<file path="config.mk">
export PLATFORM = sky130hd
export DESIGN_NAME = clock_mode_ctrl_flat
export DESIGN_NICKNAME = d
export VERILOG_FILES = /design/src/rtl/clock_mode_ctrl_if.sv /design/src/rtl/clock_mode_ctrl.sv /design/src/flat_wrapper.sv
export SDC_FILE = /design/constraint.sdc
export NUM_CORES = 1
export LEC_CHECK = 0
export CELL_PAD_IN_SITES_DETAIL_PLACEMENT = 1
export CELL_PAD_IN_SITES_GLOBAL_PLACEMENT = 2
export CORE_MARGIN = 1.5
export CORE_UTILIZATION = 30
export CTS_CLUSTER_DIAMETER = 50
export DETAILED_ROUTE_END_ITERATION = 8
export PLACE_DENSITY_LB_ADDON = 0.25
export SETUP_SLACK_MARGIN = 0.2
export SYNTH_ARGS = -nofsm -noshare
export SYNTH_HDL_FRONTEND = slang
export SYNTH_SLANG_ARGS = --single-unit
export TNS_END_PERCENT = 50
</file>
<file path="constraint.sdc">
create_clock -name clk -period 2.1 [get_ports clk]
set_clock_uncertainty 0.1 [all_clocks]
set_input_delay 0.42 -clock clk [delete_from_list [all_inputs] [get_ports clk]]
set_output_delay 0.42 -clock clk [all_outputs]
set_load 0.05 [all_outputs]
</file>
<file path="src/rtl/clock_mode_ctrl_if.sv">
// Signal bundle between the debounce/pulse front end and the clock mode controller.
// The master side drives the user/tick inputs; the slave side is the controller.
interface clock_mode_ctrl_if #(
    parameter int NUM_FIELDS = 2,
    parameter int SEL_W      = 1
);
    logic                  adj;
    logic [SEL_W-1:0]      sel;
    logic                  pause_tog;
    logic                  tick_slow;
    logic                  tick_fast;
    logic                  use_slow;
    logic                  use_fast;
    logic [NUM_FIELDS-1:0] field_sel;
    logic                  blink_enable;
    logic                  count_enable;
    logic                  adj_inc;
    logic [1:0]            mode;

    modport master (
        output adj, sel, pause_tog, tick_slow, tick_fast,
        input  use_slow, use_fast, field_sel, blink_enable, count_enable, adj_inc, mode
    );

    modport slave (
        input  adj, sel, pause_tog, tick_slow, tick_fast,
        output use_slow, use_fast, field_sel, blink_enable, count_enable, adj_inc, mode
    );
endinterface

</file>
<file path="src/rtl/clock_mode_ctrl.sv">
// Run/pause/adjust controller for the clock datapath with N adjustable fields,
// an adjust inactivity timeout (LOCK) and a post-adjust settle window.
//
// state | meaning
// ------+-------------------------------------------------------------
// RUN   | free-running count on tick_slow (gated by settle window)
// PAUSE | count held, tick_slow selected
// ADJ   | field adjust: fast tick, blink, per-field increment pulses
// LOCK  | adjust timed out; waits for adj to drop before leaving
module clock_mode_ctrl #(
    parameter int NUM_FIELDS    = 2,
    parameter int SEL_W         = 1,
    parameter int ADJ_TIMEOUT   = 30,
    parameter int SETTLE_CYCLES = 4
) (
    input  logic             clk,
    input  logic             rst,
    clock_mode_ctrl_if.slave bus
);

    localparam int TMO_W = (ADJ_TIMEOUT   > 0) ? $clog2(ADJ_TIMEOUT + 1)   : 1;
    localparam int SET_W = (SETTLE_CYCLES > 0) ? $clog2(SETTLE_CYCLES + 1) : 1;

    localparam logic [SEL_W-1:0] SEL_MAX   = SEL_W'(NUM_FIELDS - 1);
    localparam logic [TMO_W-1:0] TMO_LAST  = (ADJ_TIMEOUT > 0) ? TMO_W'(ADJ_TIMEOUT - 1) : '0;
    localparam logic [SET_W-1:0] SETTLE_LD = SET_W'(SETTLE_CYCLES);

    typedef enum logic [1:0] {
        ST_RUN   = 2'd0,
        ST_PAUSE = 2'd1,
        ST_ADJ   = 2'd2,
        ST_LOCK  = 2'd3
    } state_t;

    state_t           state;
    logic             resume_pause;
    logic [SEL_W-1:0] field;
    logic [TMO_W-1:0] tmo_cnt;
    logic [SET_W-1:0] settle_cnt;

    logic [SEL_W-1:0] sel_c;
    logic             field_chg;
    logic             tmo_hit;

    // Clamp out-of-range field indices and detect timeout expiry.
    always_comb begin
        sel_c     = (bus.sel > SEL_MAX) ? SEL_MAX : bus.sel;
        field_chg = (sel_c != field);
        // A field change in the same cycle as tick_slow counts as activity, so it cannot time out.
        tmo_hit   = (ADJ_TIMEOUT != 0) && !field_chg && bus.tick_slow && (tmo_cnt == TMO_LAST);
    end

    // Mode FSM with the timeout and settle counters.
    always_ff @(posedge clk or posedge rst) begin
        if (rst) begin
            state        <= ST_RUN;
            resume_pause <= 1'b0;
            field        <= '0;
            tmo_cnt      <= '0;
            settle_cnt   <= '0;
        end else begin
            case (state)
                ST_RUN: begin
                    if (settle_cnt != '0)
                        settle_cnt <= settle_cnt - SET_W'(1);
                    if (bus.pause_tog) begin
                        state        <= ST_PAUSE;
                        resume_pause <= 1'b1;
                        settle_cnt   <= '0;
                    end else if (bus.adj) begin
                        state        <= ST_ADJ;
                        resume_pause <= 1'b0;
                        field        <= sel_c;
                        tmo_cnt      <= '0;
                    end
                end
                ST_PAUSE: begin
                    // Leaving PAUSE directly resumes counting with no settle window.
                    if (bus.pause_tog) begin
                        state        <= ST_RUN;
                        resume_pause <= 1'b0;
                    end else if (bus.adj) begin
                        state        <= ST_ADJ;
                        resume_pause <= 1'b1;
                        field        <= sel_c;
                        tmo_cnt      <= '0;
                    end
                end
                ST_ADJ: begin
                    field <= sel_c;
                    if (bus.pause_tog)
                        resume_pause <= ~resume_pause;
                    if (field_chg)
                        tmo_cnt <= '0;
                    else if (bus.tick_slow)
                        tmo_cnt <= tmo_cnt + TMO_W'(1);
                    if (!bus.adj) begin
                        if (resume_pause) begin
                            state <= ST_PAUSE;
                        end else begin
                            state      <= ST_RUN;
                            settle_cnt <= SETTLE_LD;
                        end
                    end else if (tmo_hit) begin
                        state <= ST_LOCK;
                    end
                end
                ST_LOCK: begin
                    if (bus.pause_tog)
                        resume_pause <= ~resume_pause;
                    if (!bus.adj) begin
                        if (resume_pause) begin
                            state <= ST_PAUSE;
                        end else begin
                            state      <= ST_RUN;
                            settle_cnt <= SETTLE_LD;
                        end
                    end
                end
                default: state <= ST_RUN;
            endcase
        end
    end

    // Output decode from the registered state and the live inputs.
    always_comb begin
        bus.use_slow     = 1'b1;
        bus.use_fast     = 1'b0;
        bus.field_sel    = '0;
        bus.blink_enable = 1'b0;
        bus.count_enable = 1'b0;
        bus.adj_inc      = 1'b0;
        bus.mode         = state;
        case (state)
            ST_RUN: begin
                bus.count_enable = ~bus.adj & (settle_cnt == '0);
            end
            ST_ADJ: begin
                bus.use_slow     = 1'b0;
                bus.use_fast     = 1'b1;
                bus.blink_enable = 1'b1;
                bus.field_sel    = NUM_FIELDS'(1) << field;
                bus.adj_inc      = bus.tick_fast & bus.adj;
            end
            default: ;
        endcase
    end

endmodule

</file>
<file path="src/flat_wrapper.sv">
// flat-port wrapper written by rule: the top's interface ports become plain ports
module clock_mode_ctrl_flat 
#(
    parameter int NUM_FIELDS    = 2,
    parameter int SEL_W         = 1,
    parameter int ADJ_TIMEOUT   = 30,
    parameter int SETTLE_CYCLES = 4
)
  (clk, rst, bus_adj, bus_sel, bus_pause_tog, bus_tick_slow, bus_tick_fast, bus_use_slow, bus_use_fast, bus_field_sel, bus_blink_enable, bus_count_enable, bus_adj_inc, bus_mode);
  clock_mode_ctrl_if #(.NUM_FIELDS(NUM_FIELDS), .SEL_W(SEL_W)) bus_i ();
  input  logic clk;
  input  logic rst;
  input wire logic [$bits(bus_i.adj)-1:0] bus_adj;
  input wire logic [$bits(bus_i.sel)-1:0] bus_sel;
  input wire logic [$bits(bus_i.pause_tog)-1:0] bus_pause_tog;
  input wire logic [$bits(bus_i.tick_slow)-1:0] bus_tick_slow;
  input wire logic [$bits(bus_i.tick_fast)-1:0] bus_tick_fast;
  output wire logic [$bits(bus_i.use_slow)-1:0] bus_use_slow;
  output wire logic [$bits(bus_i.use_fast)-1:0] bus_use_fast;
  output wire logic [$bits(bus_i.field_sel)-1:0] bus_field_sel;
  output wire logic [$bits(bus_i.blink_enable)-1:0] bus_blink_enable;
  output wire logic [$bits(bus_i.count_enable)-1:0] bus_count_enable;
  output wire logic [$bits(bus_i.adj_inc)-1:0] bus_adj_inc;
  output wire logic [$bits(bus_i.mode)-1:0] bus_mode;
  assign bus_i.adj = bus_adj;
  assign bus_i.sel = bus_sel;
  assign bus_i.pause_tog = bus_pause_tog;
  assign bus_i.tick_slow = bus_tick_slow;
  assign bus_i.tick_fast = bus_tick_fast;
  assign bus_use_slow = bus_i.use_slow;
  assign bus_use_fast = bus_i.use_fast;
  assign bus_field_sel = bus_i.field_sel;
  assign bus_blink_enable = bus_i.blink_enable;
  assign bus_count_enable = bus_i.count_enable;
  assign bus_adj_inc = bus_i.adj_inc;
  assign bus_mode = bus_i.mode;
  clock_mode_ctrl #(.NUM_FIELDS(NUM_FIELDS), .SEL_W(SEL_W), .ADJ_TIMEOUT(ADJ_TIMEOUT), .SETTLE_CYCLES(SETTLE_CYCLES)) u_core (.clk(clk), .rst(rst), .bus(bus_i));
endmodule
</file>
* Word-level counts from Yosys, hierarchy flattened
Index checks and enable logic that the tools add are counted.
Word-level totals: word-level logic and storage cells 77, output and inout port bits 9, input bits 7, register bits after elaboration 12
Cells by class: $add $sub $neg 2, eq/ne operators 16, shift-type cells 1, reductions and logical operators 15, muxes and demuxes 33, bitwise logic cells 4, magnitude comparators 1
Operator list (number):
- $mux 5 | 4
- $mux 2 | 7
- $mux 1 | 13
- $mux 3 | 4
- $pmux 5 s2 | 1
- $ne 3x2->1 const B | 3
- $ne 2x2->1 const B | 4
- $pmux 2 s4 | 1
- $reduce_and 4->1 | 2
- $ne 3x3->1 const B | 2
- $pmux 3 s2 | 1
- $reduce_and 3->1 | 2
- $add 5x1->5 const B | 1
- $eq 5x5->1 const B | 1
- $eq 2x2->1 const B | 2
- $ne 2x1->1 const B | 2
- $reduce_bool 2->1 | 2
- $reduce_or 2->1 | 2
- $logic_not 3->1 | 1
- $pmux 1 s3 | 1
- $reduce_bool 3->1 | 1
- $sub 3x1->3 const B | 1
- $and 1x1->1 | 2
- $eq 2x1->1 const B | 1
- 9 further kinds | 11

* Longest topological paths before layout
word-level depth 9, depth in mapped cells 6, mapped depth without buffers 6

* Worst setup path after synthesis
OpenSTA, ideal clock, no wires.
path type reg-to-output, from register u_core.state[1] (netlist: u_core.bus.mode[1]), to output port bus_count_enable, path slack -923 ps, arrival 2503 ps, required time 1580 ps, buffers on the path 1, stages on the path, launching flop included 3, cell sequence dfrtp_1 -> buf_2 -> nor4b_1
Between the ends: cells in the longest elaborated chain, start to end 2
Ends and longest elaborated chain:
- from (decl) | line clock_mode_ctrl.sv:35 | state_t state;
- from (signal assigned) | line clock_mode_ctrl.sv:56 | state <= ST_RUN;
- from (signal assigned) | line clock_mode_ctrl.sv:67 | state <= ST_PAUSE;
- from (signal assigned) | line clock_mode_ctrl.sv:71 | state <= ST_ADJ;
- $logic_not 2->1 | line clock_mode_ctrl.sv:134 | case (state)
- $mux 1 | line clock_mode_ctrl.sv:134
- to (decl) | line flat_wrapper.sv:22 | output wire logic [$bits(bus_i.count_enable)-1:0] bus_count_enable;
No other way between the ends.

* Worst setup path after layout
from register u_core.settle_cnt[1], to output port bus_count_enable
Between the ends: cells in the longest elaborated chain, start to end 3
Ends and longest elaborated chain:
- from (decl) | line clock_mode_ctrl.sv:39 | logic [SET_W-1:0] settle_cnt;
- from (signal assigned) | line clock_mode_ctrl.sv:65 | settle_cnt <= settle_cnt - SET_W'(1);
- $logic_not 3->1 | line clock_mode_ctrl.sv:136 | bus.count_enable = ~bus.adj & (settle_cnt == '0);
- $and 1x1->1 | line clock_mode_ctrl.sv:136
- $mux 1 | line clock_mode_ctrl.sv:134
No other way between the ends.

==> flow_summary.toml <==
[placement]
dp_hpwl_mm = 1.385
place_congestion = 0.7133
port_buffers = 15
place_area_um2 = 1056
pre_cts_ws_ns = 0.07420

[cts]
h-tree-depth = 1
clock_sinks = 12
clockBufferDepth = 2
cts_buffers = 3
clk_latency_ns = 0.28
cts_tree = "done"
cts_hold_buffers = 0
cts_root_buf = "clkbuf_4"
clk_pin_slew_ns = 0.08

[finish]
syn2layout_area_growth_pct = 49.11
regArea_um2 = 302.8
nFillCells = 293
diodes = 0
multi_input_area_um2 = 454.2
drive_gt1_frac = 0.3491
finalNetCount = 118
finalInstanceArea_um2 = 1151
utilization = 0.4689

[power]
pwr-share-clk = 0.176
pwr-share-seq = 0.324
sw_frac_of_total = 0.3843
peakVddDrop_v = 0.0004438
power.internal_uw = 651.4
switchingPower_uw = 406.7
powerDensity_nw_per_um2 = 919.2
p_comb_frac = 0.500
power_leakage_uw = 0.0004891

[timing]
setup_viol = 0
period_share = 0.9318
setup_slack_ns = 0.1433
slew_violations = 0
clock.fmax_mhz = 511.1
whs_ns = 0.3452
min_period_ns = 1.957
fin_setup_tns_ns = 0
tightestPinTransition_ns = 0.4598
rsz0062_at_grt = "yes"
hold_violations = 0
relSlewSlack = 0.6931

[global_route]
grt_max_degree = 14
antenna_found_initial = 0
grt_first_pass_wirelength_mm = 2.904
grt_pass1_vias = 647
track_usage = 0.1499
gr-total-overflow = 0

[floorplan]
rows = 18
die_area_um2 = 2886
die_w_um = 53.73
initial_core_util = 0.3145
die_y_um = 53.73
core_area_um2 = 2455
num_io_pins = 16

[route]
viasPerCell = 5.051
drt_iter0_drc = 3
wl_met3_um = 36
totalWireLength_mm = 1.856
ant_nets = 0
dr_total_vias = 687
first_pass_iters = 4
routed.top_layer = "met4"
drc_errors = 0
wl_per_cell_um = 13.65
met1Wirelength_um = 820
wl_met2_um = 942

[synth]
synth_edf_count = 0
synth_seq_area_share = 0.3890
synth_area_leaders = "dfrtp_1 39%, ha_1 6.5%, mux2_1 5.8%, inv_1 3.9%, a21oi_1 3.2%"
postSynthAreaPerCell_um2 = 9.415
synth_ff_type = "dfrtp_1"
synth_top_area_share = 0.3890
synthDistinctLibCells = 38
ys_top_cells_by_count = "12 x dfrtp_1, 8 x inv_1, 5 x a21oi_1, 5 x nand2_1, 5 x nor2_1"
yosysWarnings = 0
netlist_area_um2 = 772.0
synth_area_leader_cell = "dfrtp_1"
synth_nets = 93
async_flop_share = 1.000
postSynthCellCount = 82
ys_seq_elements = 12
synth.most_common_cell = "dfrtp_1"

[critical_path]
worstSetupPathType = "reg2out"
critPathMaxFanout = 2
end_kind = "output port"
cp_data_required_time_ns = 1.58
arrival_ns = 1.44
cp-start-kind = "register"
reg2regPathDepth = 6

[hold_path]
hold_path_class = "in2async"

[job]
cap_viol_max_count = 0

[status]
status = "finished, final reports clean"
layer usage:
metal / vias up / GRT usage
met4: 0 / 0.1282
met3: 4 / 0.02500
met1: 338 / 0.1707
met2: 7 / 0.2419
li1: 338 / -
met5: - / 0
timing repair:
action / CTS / global route
gates resized for setup: 4 / 1
endpoints found under the setup margin: 6 / 2
setup buffers: 5 / 1
pin swaps: 1 / 1
area by class of cell:
| type | instances | share of cell area |
|---|---|---|
| multi-input cells | 57 | 0.3946 |
| inverters | 9 | 0.03370 |
| well taps | 30 | 0.03261 |
| flip-flops and latches | 12 | 0.2630 |
| repair buffers | 24 | 0.2446 |
| clock buffers | 4 | 0.03152 |
layout by cell type, fill, tap and decap left out, types with 3 or more instances in the layout:
master	n
a21oi_1	5
buf_12	7
nor3_1	4
buf_4	11
inv_1	7
mux2_1	4
clkbuf_4	3
nand2_1	5
o21ai_0	3
nor2_1	4
clkdlybuf4s50_1	5
dfrtp_1	10
registers in the layout, summed over array words and instances, names as in the netlist:
signal               count
u_core.tmo_cnt           5
u_core.settle_cnt        3
u_core.bus.mode          2
u_core.field             1
u_core.resume_pause      1
stage by stage:
stage | power, uW | std cells
after detailed placement | 809.0 | 126
after floorplan | 658.3 | 82
after global placement | 789.6 | 126
final | 1058 | 136
after global routing | 1140 | 136
after CTS | 1062 | 135
power by group through the flow:
stage                     Sequential (uW)  Clock [uW]  Combinational, uW
after floorplan                       355           0                303
after global placement                354           0                436
after detailed placement              358           0                451
after CTS                             342         196                525
after global routing                  350         205                586
final                                 343         186                529
path summary, 6_finish.rpt:
check,from,slack [ns],endpoint
worst max-delay path,u_core.settle_cnt[1],0.14,bus_count_enable
worst min-delay path,rst,0.35,u_core.tmo_cnt[3]
worst max register to register,u_core.settle_cnt[1],0.32,u_core.settle_cnt[1]
worst min register to register,u_core.settle_cnt[2],0.40,u_core.settle_cnt[2]
max in group asynchronous,rst,1.21,u_core.bus.mode[0]
min in group clk,u_core.settle_cnt[2],0.40,u_core.settle_cnt[2]
kinds of logic (layout without fill, tap and decap cells):
logic type	after synthesis	count (layout)	synth area share
multiplexers	5	5	0.07131
XOR/XNOR	2	2	0.03242
adder cells (fa/ha/maj)	4	4	0.06483
flip-flops	12	12	0.3890
buffers and inverters	13	37	0.08104
AND/OR/NAND/NOR	25	25	0.1799
AO/OA/AOI/OAI	21	21	0.1815
critical path, stage by stage (launching register included):
cell     delay [ns]
dfrtp_1        0.38
inv_1          0.06
ha_2           0.18
ha_4           0.12
nor4b_4        0.23
buf_12         0.18
Note: power is estimated with default switching activity, not from simulation.
